File: src/rtl/bot_status_rx.sv
// Rojobot status snapshot receiver: queues {LocX,LocY,BotInfo,Sensors} on every upd_sysregs toggle
// and returns the motor control register. Optional watchdog enabled by BOT_STATUS_RX_WATCHDOG_EN.
module bot_status_rx #(
  parameter int FIFO_DEPTH = 4,
  parameter int WD_CYCLES  = 1000000
) (
  input  logic        clk,
  input  logic        reset,
  input  logic        upd_sysregs,
  input  logic [7:0]  LocX,
  input  logic [7:0]  LocY,
  input  logic [7:0]  BotInfo,
  input  logic [7:0]  Sensors,
  output logic [31:0] snap_data,
  output logic        snap_valid,
  input  logic        snap_ready,
  input  logic [7:0]  mot_cmd,
  input  logic        mot_cmd_wr,
  output logic [7:0]  MotCtl,
  output logic [7:0]  drop_cnt,
  output logic        wd_trip
);

  localparam int AW = (FIFO_DEPTH > 1) ? $clog2(FIFO_DEPTH) : 1;
  localparam int CW = AW + 1;

  logic          upd_q, upd_d;
  logic [AW-1:0] wr_ptr_q, wr_ptr_d;
  logic [AW-1:0] rd_ptr_q, rd_ptr_d;
  logic [CW-1:0] count_q, count_d;
  logic          snap_valid_q, snap_valid_d;
  logic [31:0]   snap_data_q, snap_data_d;
  logic [7:0]    drop_cnt_q, drop_cnt_d;
  logic [7:0]    cmd_reg_q, cmd_reg_d;
  logic [31:0]   mem_q [FIFO_DEPTH];

  logic          upd_event, pop, push, full, drop;
  logic [CW-1:0] survivors;
  logic [31:0]   wr_data, head;

  assign upd_event = upd_sysregs ^ upd_q;
  assign wr_data   = {LocX, LocY, BotInfo, Sensors};

  // The count disambiguates full from empty when the pointers coincide.
  always_comb begin
    upd_d     = upd_sysregs;
    pop       = snap_valid_q & snap_ready;
    full      = (count_q == CW'(FIFO_DEPTH));
    push      = upd_event & (~full | pop);
    drop      = upd_event & full & ~pop;
    wr_ptr_d  = push ? wr_ptr_q + AW'(1) : wr_ptr_q;
    rd_ptr_d  = pop  ? rd_ptr_q + AW'(1) : rd_ptr_q;
    count_d   = count_q + CW'(push) - CW'(pop);
    survivors = count_q - CW'(pop);
    // An entry pushed into an empty queue becomes visible one cycle later.
    snap_valid_d = (count_q != '0) && (count_d != '0);
    head         = (push && survivors == '0) ? wr_data : mem_q[rd_ptr_d];
    snap_data_d  = snap_valid_d ? head : snap_data_q;
    drop_cnt_d   = (drop && drop_cnt_q != 8'hFF) ? drop_cnt_q + 8'd1 : drop_cnt_q;
    cmd_reg_d    = mot_cmd_wr ? mot_cmd : cmd_reg_q;
  end

  // NOTE: sequential state uses non-blocking assignments so every flop samples pre-edge values.
  always_ff @(posedge clk or posedge reset) begin
    if (reset) begin
      upd_q        <= 1'b0;
      wr_ptr_q     <= '0;
      rd_ptr_q     <= '0;
      count_q      <= '0;
      snap_valid_q <= 1'b0;
      snap_data_q  <= '0;
      drop_cnt_q   <= '0;
      cmd_reg_q    <= '0;
    end else begin
      upd_q        <= upd_d;
      wr_ptr_q     <= wr_ptr_d;
      rd_ptr_q     <= rd_ptr_d;
      count_q      <= count_d;
      snap_valid_q <= snap_valid_d;
      snap_data_q  <= snap_data_d;
      drop_cnt_q   <= drop_cnt_d;
      cmd_reg_q    <= cmd_reg_d;
    end
  end

  // NOTE: storage is not reset; the reset count and pointers make stale entries unreachable.
  always_ff @(posedge clk) begin
    if (push) mem_q[wr_ptr_q] <= wr_data;
  end

  assign snap_valid = snap_valid_q;
  assign snap_data  = snap_data_q;
  assign drop_cnt   = drop_cnt_q;

`ifdef BOT_STATUS_RX_WATCHDOG_EN
  localparam int WDW = $clog2(WD_CYCLES);

  typedef enum logic {WD_RUN, WD_TRIP} wd_state_e;

  wd_state_e      wd_state_q, wd_state_d;
  logic [WDW-1:0] wd_cnt_q, wd_cnt_d;

  always_ff @(posedge clk or posedge reset) begin
    if (reset) begin
      wd_state_q <= WD_RUN;
      wd_cnt_q   <= '0;
    end else begin
      wd_state_q <= wd_state_d;
      wd_cnt_q   <= wd_cnt_d;
    end
  end

  // Counter is frozen while tripped; any status update restarts it.
  always_comb begin
    wd_state_d = wd_state_q;
    wd_cnt_d   = wd_cnt_q;
    case (wd_state_q)
      WD_RUN: begin
        if (upd_event)                               wd_cnt_d   = '0;
        else if (wd_cnt_q == WDW'(WD_CYCLES - 1))    wd_state_d = WD_TRIP;
        else                                         wd_cnt_d   = wd_cnt_q + WDW'(1);
      end
      WD_TRIP: begin
        if (upd_event) begin
          wd_state_d = WD_RUN;
          wd_cnt_d   = '0;
        end
      end
      default: wd_state_d = WD_RUN;
    endcase
  end

  always_comb begin
    wd_trip = (wd_state_q == WD_TRIP);
    MotCtl  = wd_trip ? 8'h00 : cmd_reg_q;
  end
`else
  assign wd_trip = 1'b0;
  assign MotCtl  = cmd_reg_q;
`endif

endmodule

File: config.mk
export PLATFORM = sky130hd
export DESIGN_NAME = bot_status_rx
export DESIGN_NICKNAME = d
export VERILOG_FILES = /design/src/rtl/bot_status_rx.sv
export SDC_FILE = /design/constraint.sdc
export NUM_CORES = 1
export LEC_CHECK = 0
export BUFFER_PORTS_ARGS = -buffer_cell sky130_fd_sc_hd__buf_2
export CORE_AREA = 2 2 114 144
export CTS_CLUSTER_DIAMETER = 120
export DETAILED_ROUTE_END_ITERATION = 6
export DIE_AREA = 0 0 116 146
export PLACE_DENSITY_LB_ADDON = 0.3
export SYNTH_ARGS = -nofsm -noshare
export SYNTH_HDL_FRONTEND = slang
export SYNTH_SLANG_ARGS = --single-unit
File: constraint.sdc
create_clock -name clk -period 3.35 [get_ports clk]
set_input_delay 0.335 -clock clk [delete_from_list [all_inputs] [get_ports clk]]
set_output_delay 0.335 -clock clk [all_outputs]
set_load 0.01 [all_outputs]
==> flow_metrics.tcl <==
set metrics [dict create \
    synthXorXnorAreaFrac_pct 1.48 \
    nFillCells 1215 \
    multi_input_combinational_cell_area_um2 2750 \
    cts_hold_repair.buffers 0 \
    post_synth_fa_ha_maj_area_fraction_pct 1.45 \
    rr_startpoint "count_q[2]" \
    cp_slowest_stage_delay_ps 580 \
    synth_top_area_share_pct 46.3 \
    clock_sinks 185 \
    ir_drop_mv 0.501 \
    synthSimpleGateAreaFrac_pct 11.4 \
    routabilityCongestion 0.786 \
    share_of_cell_area_taken_by_muxes_after_synthesis_pct 5.56 \
    drive_above_1_share_pct 26.2 \
    register_area_um2 5280 \
    dominant_register_cell_in_the_synthesized_netlist "sky130_fd_sc_hd__edfxtp_1" \
    post_drt_via_cell_ratio 6.22 \
    worstSetupEndpointType "register" \
    worstSetupStartpointType "register" \
    clk_latency_worst_skew_pair_ps 430 \
    drt-wirelength-per-cell_um 20.7 \
    synthesis.area_um2 8300 \
    hp-class "input port to async pin" \
    wire_length_of_the_first_global_routing_pass_mm 31.8 \
    via_count_of_the_first_global_routing_pass 6155 \
    post-place-cells 933 \
    worst_r2r_endpoint "snap_data[1]" \
    grt_overflow_total 0 \
    tightest_slew_ps 1200 \
    drc 0 \
    worst_path_maximum_fanout 12 \
    asyncSetResetFlopFracSynth_pct 30.8 \
    yosys.cell_count.top_type "sky130_fd_sc_hd__edfxtp_1" \
    fmax_mhz 315 \
    place_hpwl_mm 11.6 \
    finalSetupTns_ps 0 \
    worst_r2r_path_depth 12 \
    post_dp_cell_area_um2 8930 \
    design_area_um2 9550 \
    power.density_cell_area_nw_per_um2 980 \
    synth_top_cell_by_area "sky130_fd_sc_hd__edfxtp_1" \
    root_buffer "sky130_fd_sc_hd__clkbuf_16" \
    final.hold.worst_slack_ps 36.6 \
    grt_max_degree 131 \
    drt-total-wl_mm 20.0 \
    clkTransAtPathRegs_ps 70 \
    htreeDepth 4 \
    main_combinational_cell_family_by_area_after_synthesis "compound AO/OA/AOI/OAI gates" \
    worst_slack_ps 172 \
    detail_route.first_pass.iterations 5 \
    setup_viol 0 \
    routed.top_layer "met4" \
    grt_use_total_pct 24.5 \
    io-pin-count 95 \
    crit_slowest_cell "sky130_fd_sc_hd__xnor2_1" \
    critPathRequiredTime_ps 3690 \
    synth_compound_area_share_pct 12.6 \
    synthToLayoutAreaGrowth_pct 15.0 \
    yosys_warnings 0 \
    drv.max_cap_violation_count 0 \
    syn_inst_count 670 \
    design.die.area_um2 16900 \
    final_hold_viol_count 0 \
    routed-wl-met3_mm 1.33 \
    crit_path_cell_trace "inv_2, o41a_1, inv_1, ha_1, inv_1, ha_1, fa_1, xnor2_1, a2bb2oi_4, buf_4, nor2_1, a31oi_1" \
    cts_tree "done" \
    maxSlewHeadroom_pct 19.9 \
    synth_cell_types 38 \
    timing.critical_path.from "count_q[2]" \
    residual_antenna_violating_net_count_after_detailed_routing 0 \
    initialDrtViolationCount 578 \
    antenna_violations_before_repair 1 \
    number_of_buffers_created_by_cts 17 \
    critPathArrivalTime_ps 3520 \
    power_mw 9.36 \
    placement.io_buffers 93 \
    seq_area_frac_synth_pct 63.5 \
    dr_total_vias 6031 \
    fin_util_pct 61.8 \
    critical_path.top_delay_family "compound AO/OA/AOI/OAI gates" \
    rrSetupSlack_ps 170 \
    core_area_um2 15400 \
    synth_area_leaders "sky130_fd_sc_hd__edfxtp_1 46%, sky130_fd_sc_hd__dfrtp_1 17%, sky130_fd_sc_hd__mux2_2 5.6%, sky130_fd_sc_hd__o21ai_0 3.8%, sky130_fd_sc_hd__o221ai_1 3.4%" \
    syn_area_per_cell_um2 12.4 \
    initial_utilization_pct 53.8 \
    criticalPathCategory "register to register" \
    die_height_um 146 \
    worstPathBufferInverterCount 4 \
    ys_ff_latch 185 \
    met2_wirelength_mm 10.3 \
    post-route-min-period_ps 3180 \
    fin_nets 797 \
    floorplan.rows 51 \
    synth.net_count 724 \
    dpl_worst_slack_ps -87.0 \
    fp.dieW_um 116 \
    synth-edff-count 128 \
    power.static_leakage_nw 3.45 \
    fin_cells 969 \
    cp.depth 12 \
    skew_ps 14.0 \
    rsz0062_at_grt "no" \
    synth.top_cells.by_count "128 x sky130_fd_sc_hd__edfxtp_1, 63 x sky130_fd_sc_hd__o21ai_0, 57 x sky130_fd_sc_hd__dfrtp_1, 41 x sky130_fd_sc_hd__mux2_2, 38 x sky130_fd_sc_hd__nand2_1" \
    setup.worst_path.end "snap_data[1]" \
    clock_tree.buffer_depth 2 \
    min_period_over_period_pct 94.9 \
    status "complete, no violations" \
    wl_met1_mm 8.02 \
    max_slew_violation_count 0 \
]
==> worst min-delay path by stage <==
stage,startpoint,endpoint,slack [ps],depth (start not counted)
2_1_floorplan,upd_sysregs,upd_q,370,0
3_3_place_gp,upd_sysregs,upd_q,470,1
3_5_place_dp,upd_sysregs,upd_q,470,1
4_1_cts,upd_sysregs,upd_q,30,1
5_1_grt,upd_sysregs,upd_q,30,1
6_report,reset,drop_cnt[4],40,2
==> logic make-up after synthesis <==
family | Yosys count
simple gates | 186
buf+inv | 69
other cells | 1
mux | 41
xor+xnor | 14
flops | 185
compound gates | 165
fa+ha+maj | 9
==> layout make-up <==
| cell class | count | area share (%) |
|---|---|---|
| well taps | 212 | 2.78 |
| clock inverters | 15 | 1.59 |
| clock buffers | 17 | 4.46 |
| inverters | 11 | 0.432 |
| diodes | 1 | 0.0262 |
| flip-flops and latches | 185 | 55.2 |
| multi-input cells | 417 | 28.8 |
| repair buffers | 111 | 6.68 |
==> routing by layer <==
| layer | GRT usage (%) | vias up |
|---|---|---|
| met4 | 9.46 | 0 |
| met3 | 5.41 | 30 |
| met5 | 0 | - |
| li1 | - | 2700 |
| met2 | 41.6 | 254 |
| met1 | 30.3 | 3047 |
==> registers in the layout (all words and copies together), names as in the netlist <==
name	flops
wr_ptr_q	2
snap_valid	1
count_q	3
MotCtl	8
rd_ptr_q	2
snap_data	32
mem_q	128
upd_q	1
drop_cnt	8
==> cell usage in the layout (no fill, tap or decap), types with 15 or more instances in the layout <==
master / count
sky130_fd_sc_hd__o22ai_1: 31
sky130_fd_sc_hd__mux2_2: 41
sky130_fd_sc_hd__nor2_1: 36
sky130_fd_sc_hd__buf_2: 93
sky130_fd_sc_hd__dfrtp_1: 55
sky130_fd_sc_hd__clkbuf_16: 17
sky130_fd_sc_hd__buf_4: 15
sky130_fd_sc_hd__nand3_1: 33
sky130_fd_sc_hd__o21ai_0: 63
sky130_fd_sc_hd__nor3b_1: 32
sky130_fd_sc_hd__edfxtp_1: 128
sky130_fd_sc_hd__nand2_1: 37
sky130_fd_sc_hd__nor3_1: 31
sky130_fd_sc_hd__a31oi_1: 32
sky130_fd_sc_hd__o221ai_1: 32
==> report_power, final <==
group / internal (mW) / total [mW] / switching, mW
sequential: 3.13 / 3.69 / 0.555
combinational: 1.56 / 3.71 / 2.15
clock: 1.10 / 1.95 / 0.855
total: 5.80 / 9.36 / 3.56
==> timing repair <==
item                                    CTS  global route
pin swaps                                 1             0
setup buffers                             2             0
gates cloned                              1             0
gates resized for setup                   0             1
endpoints found under the setup margin    4             9
==> worst register-to-register path, cell delays in order (launching register included) <==
cell	delay, ps
sky130_fd_sc_hd__dfrtp_1	440
sky130_fd_sc_hd__inv_2	120
sky130_fd_sc_hd__o41a_1	400
sky130_fd_sc_hd__inv_1	70
sky130_fd_sc_hd__ha_1	130
sky130_fd_sc_hd__inv_1	40
sky130_fd_sc_hd__ha_1	190
sky130_fd_sc_hd__fa_1	380
sky130_fd_sc_hd__xnor2_1	580
sky130_fd_sc_hd__a2bb2oi_4	270
sky130_fd_sc_hd__buf_4	240
sky130_fd_sc_hd__nor2_1	70
sky130_fd_sc_hd__a31oi_1	160
Note: power is estimated with default switching activity, not from simulation.
